===== src/rtl/vend_buyer_ctrl.sv =====
// Buyer-side controller for the coin/cola/refund vending handshake.
// Inserts spaced coin pulses, optionally requests a refund, and reports one result per transaction.
module vend_buyer_ctrl #(
    parameter int COIN_PRICE = 3,
    parameter int COIN_GAP   = 2,
    parameter int TIMEOUT    = 8
) (
    input  logic       sys_clk,
    input  logic       sys_rst_n,
    input  logic       buy_req,
    input  logic       cancel,
    input  logic       cola,
    input  logic       refund,
    output logic       coin,
    output logic       refund_request,
    output logic       busy,
    output logic       cola_done,
    output logic       refund_done,
    output logic       err,
    output logic [7:0] cola_cnt
);

    localparam logic [2:0] PRICE    = 3'(COIN_PRICE);
    localparam logic [7:0] GAP_LAST = 8'(COIN_GAP - 1);
    localparam logic [7:0] TMO_LAST = 8'(TIMEOUT - 1);

    typedef enum logic [2:0] {
        IDLE,
        COIN,
        GAP,
        WAIT_COLA,
        REQ_REF,
        WAIT_REF
    } state_t;

    state_t     state_q;
    logic [2:0] coins_q;
    logic [2:0] coins_d;
    logic [7:0] gap_q;
    logic [7:0] tmo_q;
    logic [7:0] cola_cnt_q;
    logic [7:0] cola_cnt_d;
    logic       coin_q;
    logic       refund_request_q;
    logic       busy_q;
    logic       cola_done_q;
    logic       refund_done_q;
    logic       err_q;

    assign coins_d    = coins_q + 3'd1;
    assign cola_cnt_d = cola_cnt_q + 8'd1;

    // Pulse outputs default low every cycle and are raised on the transition into the state they mark.
    always_ff @(posedge sys_clk or negedge sys_rst_n) begin
        if (!sys_rst_n) begin
            state_q          <= IDLE;
            coins_q          <= 3'd0;
            gap_q            <= 8'd0;
            tmo_q            <= 8'd0;
            cola_cnt_q       <= 8'd0;
            coin_q           <= 1'b0;
            refund_request_q <= 1'b0;
            busy_q           <= 1'b0;
            cola_done_q      <= 1'b0;
            refund_done_q    <= 1'b0;
            err_q            <= 1'b0;
        end else begin
            coin_q           <= 1'b0;
            refund_request_q <= 1'b0;
            cola_done_q      <= 1'b0;
            refund_done_q    <= 1'b0;
            err_q            <= 1'b0;
            case (state_q)
                IDLE: begin
                    if (buy_req) begin
                        state_q <= COIN;
                        coins_q <= 3'd0;
                        coin_q  <= 1'b1;
                        busy_q  <= 1'b1;
                    end
                end
                COIN: begin
                    coins_q <= coins_d;
                    gap_q   <= 8'd0;
                    if (coins_d == PRICE) begin
                        state_q <= WAIT_COLA;
                        tmo_q   <= 8'd0;
                    end else begin
                        state_q <= GAP;
                    end
                end
                GAP: begin
                    // A cancel only counts while a single coin is in; it beats the gap expiring.
                    if (cancel && coins_q == 3'd1) begin
                        state_q          <= REQ_REF;
                        refund_request_q <= 1'b1;
                    end else if (gap_q == GAP_LAST) begin
                        state_q <= COIN;
                        coin_q  <= 1'b1;
                    end else begin
                        gap_q <= gap_q + 8'd1;
                    end
                end
                REQ_REF: begin
                    state_q <= WAIT_REF;
                    tmo_q   <= 8'd0;
                end
                WAIT_COLA: begin
                    if (cola) begin
                        state_q     <= IDLE;
                        busy_q      <= 1'b0;
                        cola_done_q <= 1'b1;
                        cola_cnt_q  <= cola_cnt_d;
                    end else if (tmo_q == TMO_LAST) begin
                        state_q <= IDLE;
                        busy_q  <= 1'b0;
                        err_q   <= 1'b1;
                    end else begin
                        tmo_q <= tmo_q + 8'd1;
                    end
                end
                WAIT_REF: begin
                    if (refund) begin
                        state_q       <= IDLE;
                        busy_q        <= 1'b0;
                        refund_done_q <= 1'b1;
                    end else if (tmo_q == TMO_LAST) begin
                        state_q <= IDLE;
                        busy_q  <= 1'b0;
                        err_q   <= 1'b1;
                    end else begin
                        tmo_q <= tmo_q + 8'd1;
                    end
                end
                default: begin
                    state_q <= IDLE;
                    busy_q  <= 1'b0;
                end
            endcase
        end
    end

    assign coin           = coin_q;
    assign refund_request = refund_request_q;
    assign busy           = busy_q;
    assign cola_done      = cola_done_q;
    assign refund_done    = refund_done_q;
    assign err            = err_q;
    assign cola_cnt       = cola_cnt_q;

endmodule


===== config.mk =====
export PLATFORM = sky130hd
export DESIGN_NAME = vend_buyer_ctrl
export DESIGN_NICKNAME = d
export VERILOG_FILES = /design/src/rtl/vend_buyer_ctrl.sv
export SDC_FILE = /design/constraint.sdc
export NUM_CORES = 1
export LEC_CHECK = 0
export ABC_AREA = 0
export BUFFER_PORTS_ARGS = -buffer_cell sky130_fd_sc_hd__buf_2
export CAP_MARGIN = 5
export CELL_PAD_IN_SITES_DETAIL_PLACEMENT = 0
export CELL_PAD_IN_SITES_GLOBAL_PLACEMENT = 2
export CORE_MARGIN = 3
export CORE_UTILIZATION = 40
export DETAILED_ROUTE_END_ITERATION = 6
export GPL_TIMING_DRIVEN = 0
export PLACE_DENSITY = 0.87
export SYNTH_ARGS = -nofsm -noshare
export SYNTH_HDL_FRONTEND = slang
export SYNTH_SLANG_ARGS = --single-unit

===== constraint.sdc =====
create_clock -name sys_clk -period 4.1 [get_ports sys_clk]
set_clock_uncertainty 0.15 [all_clocks]
set_input_delay 0.41 -clock sys_clk [delete_from_list [all_inputs] [get_ports sys_clk]]
set_output_delay 0.41 -clock sys_clk [all_outputs]
set_load 0.01 [all_outputs]

-- Yosys cells after proc, flatten, opt, wreduce, memory -nomap -nowiden
Index checks and enable logic that the tools add are counted.
- register bits: 36
- output and inout port bits: 14
- add/subtract/negate cells: 4
- equality and inequality tests: 16
- mux-type cells: 37
- bitwise logic cells: 1
- reduce and logical (&&, ||, !) cells: 12
- operators by type and width (cell ; number):
    8-bit 2-to-1 mux ; 6
    8-bit one-hot mux with 4 select lines ; 1
    8-bit by 1-bit adder with 8-bit output, second input constant ; 3
    3-bit 2-to-1 mux ; 7
    3-bit one-hot mux with 6 select lines ; 1
    1-bit 2-to-1 mux ; 17
    8-bit one-hot mux with 2 select lines ; 1
    2-bit != test, second input constant ; 6
    3-bit by 2-bit == test with 1-bit output, second input constant ; 3
    8-bit by 1-bit == test with 1-bit output, second input constant ; 1
    8-bit by 3-bit == test with 1-bit output, second input constant ; 1
    2-bit AND reduction ; 4
    3-bit by 1-bit == test with 1-bit output, second input constant ; 2
    3-bit == test, second input constant ; 2
    3-bit one-hot mux with 2 select lines ; 1
    1-bit one-hot mux with 2 select lines ; 2
    1-bit one-hot mux with 4 select lines ; 1
    4-bit AND reduction ; 1
    2-bit nonzero test ; 2
    4-bit nonzero test ; 1
    3-bit by 1-bit adder with 3-bit output, second input constant ; 1
    3-bit logical NOT ; 1
    3-bit != test, second input constant ; 1
    3-bit AND reduction ; 1
    other kinds (3) ; 3

-- Logic depth before layout (Yosys ltp)
Gate-level depths: netlist of the first run.
- word-level depth: 4
- gate-level depth with buffers: 7
- mapped depth without buffers: 6

-- Worst setup path before layout of the first run
No wires, ideal clock.
- path type: register -> register
- start point: register coins_q[0]
- end point: register tmo_q[3]
- setup time: 0.121 ns
- data arrival time: 1.832 ns
- required time: 3.829 ns
- path slack: 1.997 ns
- stages on the path, launching flop included: 7
- path buffers: 1
- cells stage by stage: dfrtp_1 ha_1 xor2_1 or4b_4 buf_6 a22o_1 a22o_1
- cells in the longest elaborated chain, start to end: 4
- ends and longest elaborated chain (item ; RTL line ; RTL):
    from (decl) ; 37 ; logic [2:0] coins_q;
    from (signal assigned) ; 83 ; coins_q <= coins_d;
    3-bit by 1-bit adder with 3-bit output ; 50 ; assign coins_d = coins_q + 3'd1;
    3-bit by 2-bit == test with 1-bit output ; 85 ; if (coins_d == PRICE) begin
    2-bit != test (no source line) ; n/a ;
    4-bit AND reduction (no source line) ; n/a ;
    to (signal assigned) ; 119 ; tmo_q <= tmo_q + 8'd1;
    to (signal assigned) ; 132 ; tmo_q <= tmo_q + 8'd1;
    to (decl) ; 40 ; logic [7:0] tmo_q;
Every way passes these cells.
A chain may end at the register's enable or synchronous reset.

-- Worst setup path in the final report of the first run
Ends and elaborated chain as after synthesis.

==> flow_summary.json, run 1 <==
{
  "status": "complete, no violations",
  "leakagePower_nw": 1.06,
  "cp-startpoint": "coins_q[0]",
  "fin_crit_sh": 0.537,
  "avgSynthCellArea_um2": 10.3,
  "cpPeakStageDelay_ns": 0.52,
  "fill_cells": 438,
  "cts_resized": 0,
  "synthFlopType": "dfrtp_1",
  "r2r_setup_slack_ns": 1.90,
  "synthTopCellsByCount": "dfrtp_1, nand2_1, nand3_1",
  "critPathLaunchType": "flip-flop",
  "synth_top_area_frac": 0.463,
  "dr.pass1.iters": 6,
  "clock_path_buffers": 2,
  "finalSetupTns_ns": 0,
  "final-hold-violation-count": 0,
  "cts.hold.buffers_added": 0,
  "place_congestion": 0.815,
  "cp_common_cell": "a22o_1",
  "drt_iter0_drc": 59,
  "crit_slowest_cell": "or4b_4",
  "dp_cells": 272,
  "grt-ovfl-total": 0,
  "async_flop_share": 1.00,
  "final_antenna_net_count": 0,
  "cts-buffers-inserted": 5,
  "ys_ff_latch": 36,
  "postCtsSetupBuffers": 0,
  "worst_hold_slack_ns": 0.0420,
  "drive_gt1_frac": 0.209,
  "cts_root_buf": "clkbuf_8",
  "yosysSeqAreaShare": 0.463,
  "hpwl_mm": 3.03,
  "setup_viol": 0,
  "io_buffer_count": 19,
  "reg2reg_to": "tmo_q[3]",
  "yosysTopAreaCell": "dfrtp_1",
  "antennaDiodeCount": 0,
  "die_width_um": 75.7,
  "synth.cell_area_um2": 1950,
  "grt_max_degree": 37,
  "tightest_slew_ns": 0.784,
  "yosysWarnings": 0,
  "design_area_um2": 2230,
  "nets": 227,
  "drv_slew": 0,
  "worstPathBufferInverterCount": 1,
  "drcViolationCount": 0,
  "grt_pass1_wl_mm": 6.88,
  "cp-end-kind": "flip-flop",
  "initial_core_util": 0.429,
  "synth_nets": 201,
  "hold_path.class": "in -> async",
  "grt_usage": 0.159,
  "crit_arrival_ns": 2.24,
  "cts_tree": "yes",
  "vias_per_cell": 5.35,
  "synth_edf_count": 0,
  "htree_levels": 2,
  "slew_headroom": 0.478,
  "die-area_um2": 5740,
  "critPathMaxFanout": 8,
  "synth.area.top_cells": "dfrtp_1, ha_1, xnor2_1",
  "rows": 24,
  "timing.rr.start": "coins_q[0]",
  "core_um2": 4530,
  "synth_cell_types": 52,
  "ir_drop_mv": 0.345,
  "max-cap-violations": 0,
  "fin_util": 0.493,
  "grt_pass1_vias": 1440,
  "crit_family": "simple AND/OR/NAND/NOR gates",
  "crit_chain": "ha_1 > xor2_1 > or4b_4 > buf_6 > a22o_1 > a22o_1",
  "instances_no_fill": 280,
  "post_dp_cell_area_um2": 2120,
  "power.density_nw_per_um2": 625,
  "clock_latency_ns": 0.29,
  "wire_per_inst_um": 14.8,
  "antenna_found_initial": 0,
  "seqCellArea_um2": 901,
  "synth.most_common_cell": "dfrtp_1",
  "finalCriticalPeriod_ns": 2.20,
  "multi_input_area_um2": 970,
  "worstPathRequired_ns": 4.14,
  "synth_cells": 188,
  "ios": 20,
  "finalWirelength_mm": 4.16,
  "vias": 1498,
  "max_freq_mhz": 454,
  "reg2reg_depth": 6,
  "cts_sinks": 36,
  "clk_pin_slew_ns": 0.08,
  "die_height_um": 75.7,
  "rsz0062_at_grt": "false",
  "crit_type": "reg -> reg",
  "area_growth_pct": 14.8
}
==> worst max path at each step <==
stage,slack [ns],depth (start not counted),to
global placement,1.94,6,tmo_q[0]
CTS,1.90,6,tmo_q[3]
floorplan,2.00,6,tmo_q[3]
detailed placement,1.91,6,tmo_q[3]
global route,1.81,6,tmo_q[6]
finish,1.90,6,tmo_q[3]
==> registers in the layout (all words and copies together) (netlist names) <==
register	count
err	1
state_q	3
gap_q	8
cola_done	1
busy	1
tmo_q	8
refund_request	1
refund_done	1
cola_cnt	8
coin	1
coins_q	3
==> routing by layer <==
metal  part of all wire  up-vias  GRT usage
met5                  0        -          0
met2               0.46       37      0.241
met4              0.015        0     0.0544
met3              0.048        7     0.0541
li1                   -      726          -
met1               0.47      728      0.213
==> layout make-up <==
class	count	area share
tap	65	0.0364
clock buffer	5	0.0308
inverter	7	0.0118
timing repair buffer	19	0.0426
sequential	36	0.403
multi-input combinational	137	0.434
buffer	8	0.0218
clock inverter	3	0.0190
==> metrics by stage <==
stage	worst slack, ns	total power [mW]
floorplan	2.00	0.928
global placement	1.94	1.07
detailed placement	1.91	1.09
CTS	1.90	1.41
global route	1.81	1.50
finish	1.90	1.40
==> layout by cell type (no fill, tap or decap), types with 3 or more instances in the layout <==
cell and n:
a21oi_1 3, a22o_1 4, and3_1 3, buf_2 21, clkbuf_1 3, clkbuf_8 5
dfrtp_1 36, ha_1 7, inv_1 7, mux2i_1 6, nand2_1 15, nand2b_1 6
nand3_1 12, nand4_1 7, nor2_1 10, nor3_1 3, o21ai_0 6, o22ai_1 3
xnor2_1 10, xor2_1 3
==> cells by family (layout without fill, tap and decap cells) <==
kind of cell,count (synthesis),after routing,synth area share
compound gates,33,33,0.125
xor+xnor,13,13,0.0585
fa+ha+maj,7,7,0.0450
buf+inv,15,42,0.0386
flops,36,36,0.463
mux,8,8,0.0424
simple gates,76,76,0.227
==> where the power goes <==
part	total [mW]	internal, mW	switching, mW	leakage (nW)
registers	0.525	0.440	0.0855	0.478
clock network	0.315	0.180	0.135	0.0541
logic	0.556	0.245	0.311	0.523
Power figures use the tool's default switching activity.
==> run 2, diff against run 1 <==
--- a/config.mk
+++ b/config.mk
@@ -5,16 +5,16 @@
 export SDC_FILE = /design/constraint.sdc
 export NUM_CORES = 1
 export LEC_CHECK = 0
-export ABC_AREA = 0
+export ABC_AREA = 1
 export BUFFER_PORTS_ARGS = -buffer_cell sky130_fd_sc_hd__buf_2
 export CAP_MARGIN = 5
 export CELL_PAD_IN_SITES_DETAIL_PLACEMENT = 0
 export CELL_PAD_IN_SITES_GLOBAL_PLACEMENT = 2
 export CORE_MARGIN = 3
-export CORE_UTILIZATION = 40
+export CORE_UTILIZATION = 31
 export DETAILED_ROUTE_END_ITERATION = 6
 export GPL_TIMING_DRIVEN = 0
-export PLACE_DENSITY = 0.87
+export PLACE_DENSITY = 0.78
 export SYNTH_ARGS = -nofsm -noshare
 export SYNTH_HDL_FRONTEND = slang
 export SYNTH_SLANG_ARGS = --single-unit
==> constraint.sdc (replaced) <==
create_clock -name sys_clk -period 1.8 [get_ports sys_clk]
set_clock_uncertainty 0.15 [all_clocks]
set_input_delay 0.18 -clock sys_clk [delete_from_list [all_inputs] [get_ports sys_clk]]
set_output_delay 0.18 -clock sys_clk [all_outputs]
set_load 0.01 [all_outputs]
==> flow_summary.json, run 2 <==
{
  "leakagePower_nw": 1.29,
  "antennaDiodeCount": 0,
  "area_growth_pct": 14.6,
  "ios": 20,
  "yosysTopAreaCell": "dfrtp_1",
  "final-hold-violation-count": 0,
  "grt_pass1_vias": 1699,
  "synth_nets": 289,
  "place_congestion": 0.736,
  "max_freq_mhz": 602,
  "drive_gt1_frac": 0.194,
  "critPathMaxFanout": 4,
  "worstPathBufferInverterCount": 1,
  "fin_crit_sh": 0.923,
  "setup_viol": 0,
  "ir_drop_mv": 0.542,
  "cts_root_buf": "clkbuf_8",
  "r2r_setup_slack_ns": 0.14,
  "drcViolationCount": 0,
  "layout_common_cells": "nand2_1, dfrtp_1, inv_1, nor2_1, nand3_1",
  "hpwl_mm": 3.31,
  "postCtsSetupBuffers": 0,
  "cp.depth": 8,
  "synth.most_common_cell": "nand2_1",
  "crit_chain": "ha_1 > nand3_1 > nor2_2 > inv_1 > nand2_1 > nand2_1 > nor2_1 > nor2_1",
  "clock_path_buffers": 2,
  "layout_commonest_cell": "nand2_1",
  "vias": 1725,
  "status": "complete, no violations",
  "rows": 29,
  "drv_slew": 0,
  "htree_levels": 2,
  "core_um2": 6570,
  "design_area_um2": 2480,
  "crit_arrival_ns": 1.70,
  "clk_pin_slew_ns": 0.08,
  "rsz0062_at_grt": "false",
  "vias_per_cell": 4.35,
  "timing.rr.start": "tmo_q[0]",
  "die_width_um": 89.6,
  "cp-startpoint": "tmo_q[0]",
  "critPathLaunchType": "flip-flop",
  "wire_per_inst_um": 11.7,
  "endpoint": "state_q[0]",
  "clock_latency_ns": 0.29,
  "max-cap-violations": 0,
  "io_buffer_count": 19,
  "antenna_found_initial": 0,
  "synth_cell_types": 33,
  "crit_slowest_cell": "dfrtp_1",
  "cts_tree": "yes",
  "tightest_slew_ns": 0.861,
  "instances_no_fill": 397,
  "die_height_um": 89.6,
  "synth.area.top_cells": "dfrtp_1, nand2_1, inv_1",
  "grt_max_degree": 37,
  "hold_path.class": "in -> reg",
  "drt_iter0_drc": 106,
  "finalSetupTns_ns": 0,
  "avgSynthCellArea_um2": 7.86,
  "synth_cells": 276,
  "yosysWarnings": 0,
  "p_total_mw": 3.22,
  "cp-end-kind": "flip-flop",
  "die-area_um2": 8030,
  "yosysSeqAreaShare": 0.415,
  "grt-ovfl-total": 0,
  "crit_family": "simple AND/OR/NAND/NOR gates",
  "final_antenna_net_count": 0,
  "reg2reg_to": "state_q[0]",
  "synth_edf_count": 0,
  "reg2reg_depth": 8,
  "dr.pass1.iters": 4,
  "grt_pass1_wl_mm": 8.05,
  "ys_ff_latch": 36,
  "finalCriticalPeriod_ns": 1.66,
  "synth_top_area_frac": 0.415,
  "cts-buffers-inserted": 5,
  "power.density_nw_per_um2": 1300,
  "dp_cells": 388,
  "cts_sinks": 36,
  "synth.cell_area_um2": 2170,
  "synthFlopType": "dfrtp_1",
  "grt_usage": 0.131,
  "post_dp_cell_area_um2": 2380,
  "slew_headroom": 0.426,
  "nets": 316,
  "worstPathRequired_ns": 1.84,
  "crit_type": "reg -> reg",
  "synthTopCellsByCount": "nand2_1, dfrtp_1, inv_1",
  "initial_core_util": 0.330,
  "finalWirelength_mm": 4.64,
  "async_flop_share": 1.00,
  "cpPeakStageDelay_ns": 0.40
}
[run 2: changes by cell type in the layout (fill, tap and decap cells not counted), moves of 4 or more]
| cell | before | now |
|---|---|---|
| nand2_2 | 0 | 4 |
| a22o_1 | 4 | 0 |
| nand3_1 | 12 | 22 |
| inv_1 | 7 | 30 |
| nor2_2 | 0 | 4 |
| nand2b_1 | 6 | 0 |
| nor2_1 | 10 | 26 |
| xnor2_1 | 10 | 5 |
| mux2i_1 | 6 | 0 |
| nand2_1 | 15 | 87 |
| nand2_4 | 0 | 5 |
[run 2: per-stage QoR]
stage | hold slack, ns | util | setup WS [ns]
3_3_place_gp | 0.213 | 0.362 | 0.00936
6_report | 0.0114 | 0.378 | 0.139
4_1_cts | 0.00305 | 0.378 | 0.00126
5_1_grt | 0.0534 | 0.378 | 0.0109
2_1_floorplan | -0.266 | - | 0.290
3_5_place_dp | 0.213 | 0.362 | 0.0124
[run 2: worst min-delay path by stage]
stage,slack [ns],cells after the start,endpoint,start
finish,0.01,3,state_q[0],buy_req
global route,0.05,3,state_q[0],buy_req
CTS,0.003,3,state_q[0],buy_req
detailed placement,0.21,1,coins_q[2],sys_rst_n
global placement,0.21,1,err,sys_rst_n
floorplan,-0.27,0,busy,sys_rst_n
[run 2: worst reg2reg max path, cell delays in order, from the launching register on]
cell	delay (ns)
dfrtp_1	0.40
ha_1	0.24
nand3_1	0.10
nor2_2	0.26
inv_1	0.12
nand2_1	0.11
nand2_1	0.06
nor2_1	0.09
nor2_1	0.04
[run 2: cell families (layout without fill, tap and decap cells)]
family,after synthesis,count (layout),synth area share
AO/OA/AOI/OAI,19,19,0.0531
XOR/XNOR,10,10,0.0404
adder cells (fa/ha/maj),7,7,0.0404
buffers and inverters,39,67,0.0796
flip-flops,36,36,0.415
AND/OR/NAND/NOR,165,165,0.371
[run 2: area by class of cell]
| class | count | area, µm² |
|---|---|---|
| tap | 93 | 116 |
| multi-input combinational | 201 | 1100 |
| clock inverter | 2 | 10.0 |
| timing repair buffer | 20 | 105 |
| clock buffer | 6 | 82.6 |
| sequential | 36 | 901 |
| buffer | 5 | 42.5 |
| fill | 714 | 4080 |
| inverter | 34 | 130 |
[run 2: power by group]
| part | total, mW | switching, mW | leakage (nW) | internal, mW |
|---|---|---|---|---|
| clock network | 0.615 | 0.309 | 0.0510 | 0.306 |
| logic | 1.48 | 0.961 | 0.752 | 0.523 |
| registers | 1.12 | 0.144 | 0.485 | 0.976 |
| total | 3.22 | 1.41 | 1.29 | 1.81 |
[run 2: timing repair]
action	4_1_cts	5_1_grt
hold buffers	1	0
setup endpoints to repair	0	7
endpoints found under the hold margin	36	0
gates resized for setup	0	1
[run 2: per-layer routing]
metal	GRT usage	share of wire	vias to the layer above
met5	0	0	-
met4	0.0406	0.0084	0
met3	0.0274	0.029	4
met2	0.205	0.44	20
met1	0.182	0.52	776
li1	-	-	925
==> run 3, diff against run 2 <==
--- a/config.mk
+++ b/config.mk
@@ -6,11 +6,12 @@
 export NUM_CORES = 1
 export LEC_CHECK = 0
 export ABC_AREA = 1
+export ABC_CLOCK_PERIOD_IN_PS = 1800
 export BUFFER_PORTS_ARGS = -buffer_cell sky130_fd_sc_hd__buf_2
 export CAP_MARGIN = 5
 export CELL_PAD_IN_SITES_DETAIL_PLACEMENT = 0
 export CELL_PAD_IN_SITES_GLOBAL_PLACEMENT = 2
-export CORE_MARGIN = 3
+export CORE_MARGIN = 10
 export CORE_UTILIZATION = 31
 export DETAILED_ROUTE_END_ITERATION = 6
 export GPL_TIMING_DRIVEN = 0
==> flow_summary.json, run 3 (same netlist as run 2, synthesis figures left out) <==
{
  "status": "complete, no violations",
  "die_width_um": 104,
  "crit_chain": "inv_1 > ha_1 > nand2_1 > nor2_1 > nor2_4 > nand2_4 > buf_6 > o21ai_1 > nor2_1",
  "fin_crit_sh": 0.897,
  "finalCriticalPeriod_ns": 1.61,
  "clock_latency_ns": 0.28,
  "hold_depth": 3,
  "rsz0062_at_grt": "false",
  "cts_root_buf": "clkbuf_8",
  "vias_per_cell": 4.32,
  "critPathMaxFanout": 10,
  "clk_pin_slew_ns": 0.07,
  "endpoint": "state_q[0]",
  "cts-buffers-inserted": 5,
  "instances_no_fill": 400,
  "grt_usage": 0.0875,
  "rows": 30,
  "reg2reg_to": "state_q[0]",
  "dr.pass1.iters": 4,
  "max_freq_mhz": 619,
  "place_congestion": 0.753,
  "drcViolationCount": 0,
  "ios": 20,
  "vias": 1728,
  "antennaDiodeCount": 0,
  "wire_per_inst_um": 11.7,
  "grt_pass1_vias": 1709,
  "die-area_um2": 10700,
  "power.density_nw_per_um2": 1290,
  "drv_slew": 0,
  "crit_arrival_ns": 1.68,
  "antenna_found_initial": 0,
  "hold_path.class": "in -> reg",
  "cpPeakStageDelay_ns": 0.40,
  "hpwl_mm": 3.41,
  "die_height_um": 104,
  "crit_slowest_cell": "dfrtp_1",
  "worstPathRequired_ns": 1.87,
  "clock_path_buffers": 2,
  "grt_max_degree": 37,
  "crit_type": "reg -> reg",
  "cp-end-kind": "flip-flop",
  "area_growth_pct": 15.0,
  "finalWirelength_mm": 4.67,
  "reg2reg_depth": 9,
  "final_antenna_net_count": 0,
  "postCtsSetupBuffers": 0,
  "layout_commonest_cell": "nand2_1",
  "final-hold-violation-count": 0,
  "cts_tree": "yes",
  "initial_core_util": 0.319,
  "r2r_setup_slack_ns": 0.19,
  "cp_common_cell": "nor2_1",
  "leakagePower_nw": 1.29,
  "io_buffer_count": 19,
  "ir_drop_mv": 0.765,
  "timing.rr.start": "coins_q[1]",
  "finalSetupTns_ns": 0,
  "nets": 316,
  "cp-startpoint": "coins_q[1]",
  "critPathLaunchType": "flip-flop",
  "drt_iter0_drc": 47,
  "cts_sinks": 36,
  "layout_common_cells": "nand2_1, dfrtp_1, inv_1, nor2_1, nand3_1",
  "drive_gt1_frac": 0.194,
  "tightest_slew_ns": 0.823,
  "grt-ovfl-total": 0,
  "setup_viol": 0,
  "core_um2": 6790,
  "max-cap-violations": 0,
  "grt_pass1_wl_mm": 8.00,
  "dp_cells": 391,
  "fill_cells": 730,
  "slew_headroom": 0.451,
  "htree_levels": 2
}
run 3: critical path, delay by kind of cell, from the launching register on:
kind / cells / cell delay [ns]
AO/OA/AOI/OAI: 1 / 0.08
AND/OR/NAND/NOR: 5 / 0.56
flip-flops: 1 / 0.40
adder cells (fa/ha/maj): 1 / 0.14
buffers and inverters: 2 / 0.23
run 3: how the worst min path moves through the flow:
stage	slack (ns)	from	to
3_3_place_gp	0.20	sys_rst_n	cola_cnt[3]
6_report	0.03	buy_req	state_q[0]
2_1_floorplan	-0.27	sys_rst_n	busy
5_1_grt	0.06	buy_req	state_q[0]
3_5_place_dp	0.19	sys_rst_n	cola_cnt[3]
4_1_cts	0.03	buy_req	state_q[0]
run 3: through the flow:
step	utilization	hold WS, ns	total power [mW]	setup WS (ns)	area [µm²]
floorplan	-	-0.266	2.25	0.290	2170
global placement	0.351	0.204	2.66	-0.00115	2380
detailed placement	0.351	0.188	2.65	0.0172	2380
CTS	0.366	0.0281	3.28	0.120	2490
global route	0.367	0.0624	3.50	0.0243	2490
finish	0.367	0.0322	3.21	0.186	2490
run 3: layout make-up:
type,count,area (µm²),share of cell area
plain buffers,5,42.5,0.0171
clock inverters,2,10.0,0.00401
multi-input cells,201,1100,0.442
repair buffers,20,105,0.0421
clock buffers,6,82.6,0.0331
well taps,96,120,0.0482
inverters,34,130,0.0522
flip-flops and latches,36,901,0.361
run 3: layer usage:
layer	wire length (µm)	track usage
met2	2220	0.145
met1	2260	0.106
met3	147	0.0248
met5	0	0
met4	43	0.0272
run 3: where the power goes:
part | internal, mW | leakage (nW) | switching [mW]
Clock | 0.306 | 0.0510 | 0.298
Sequential | 0.977 | 0.485 | 0.143
Combinational | 0.525 | 0.752 | 0.960
run 3: what timing repair did:
item	4_1_cts	5_1_grt
hold endpoints to repair	36	0
setup endpoints to repair	1	1
resized for setup	1	1
hold buffers	1	0
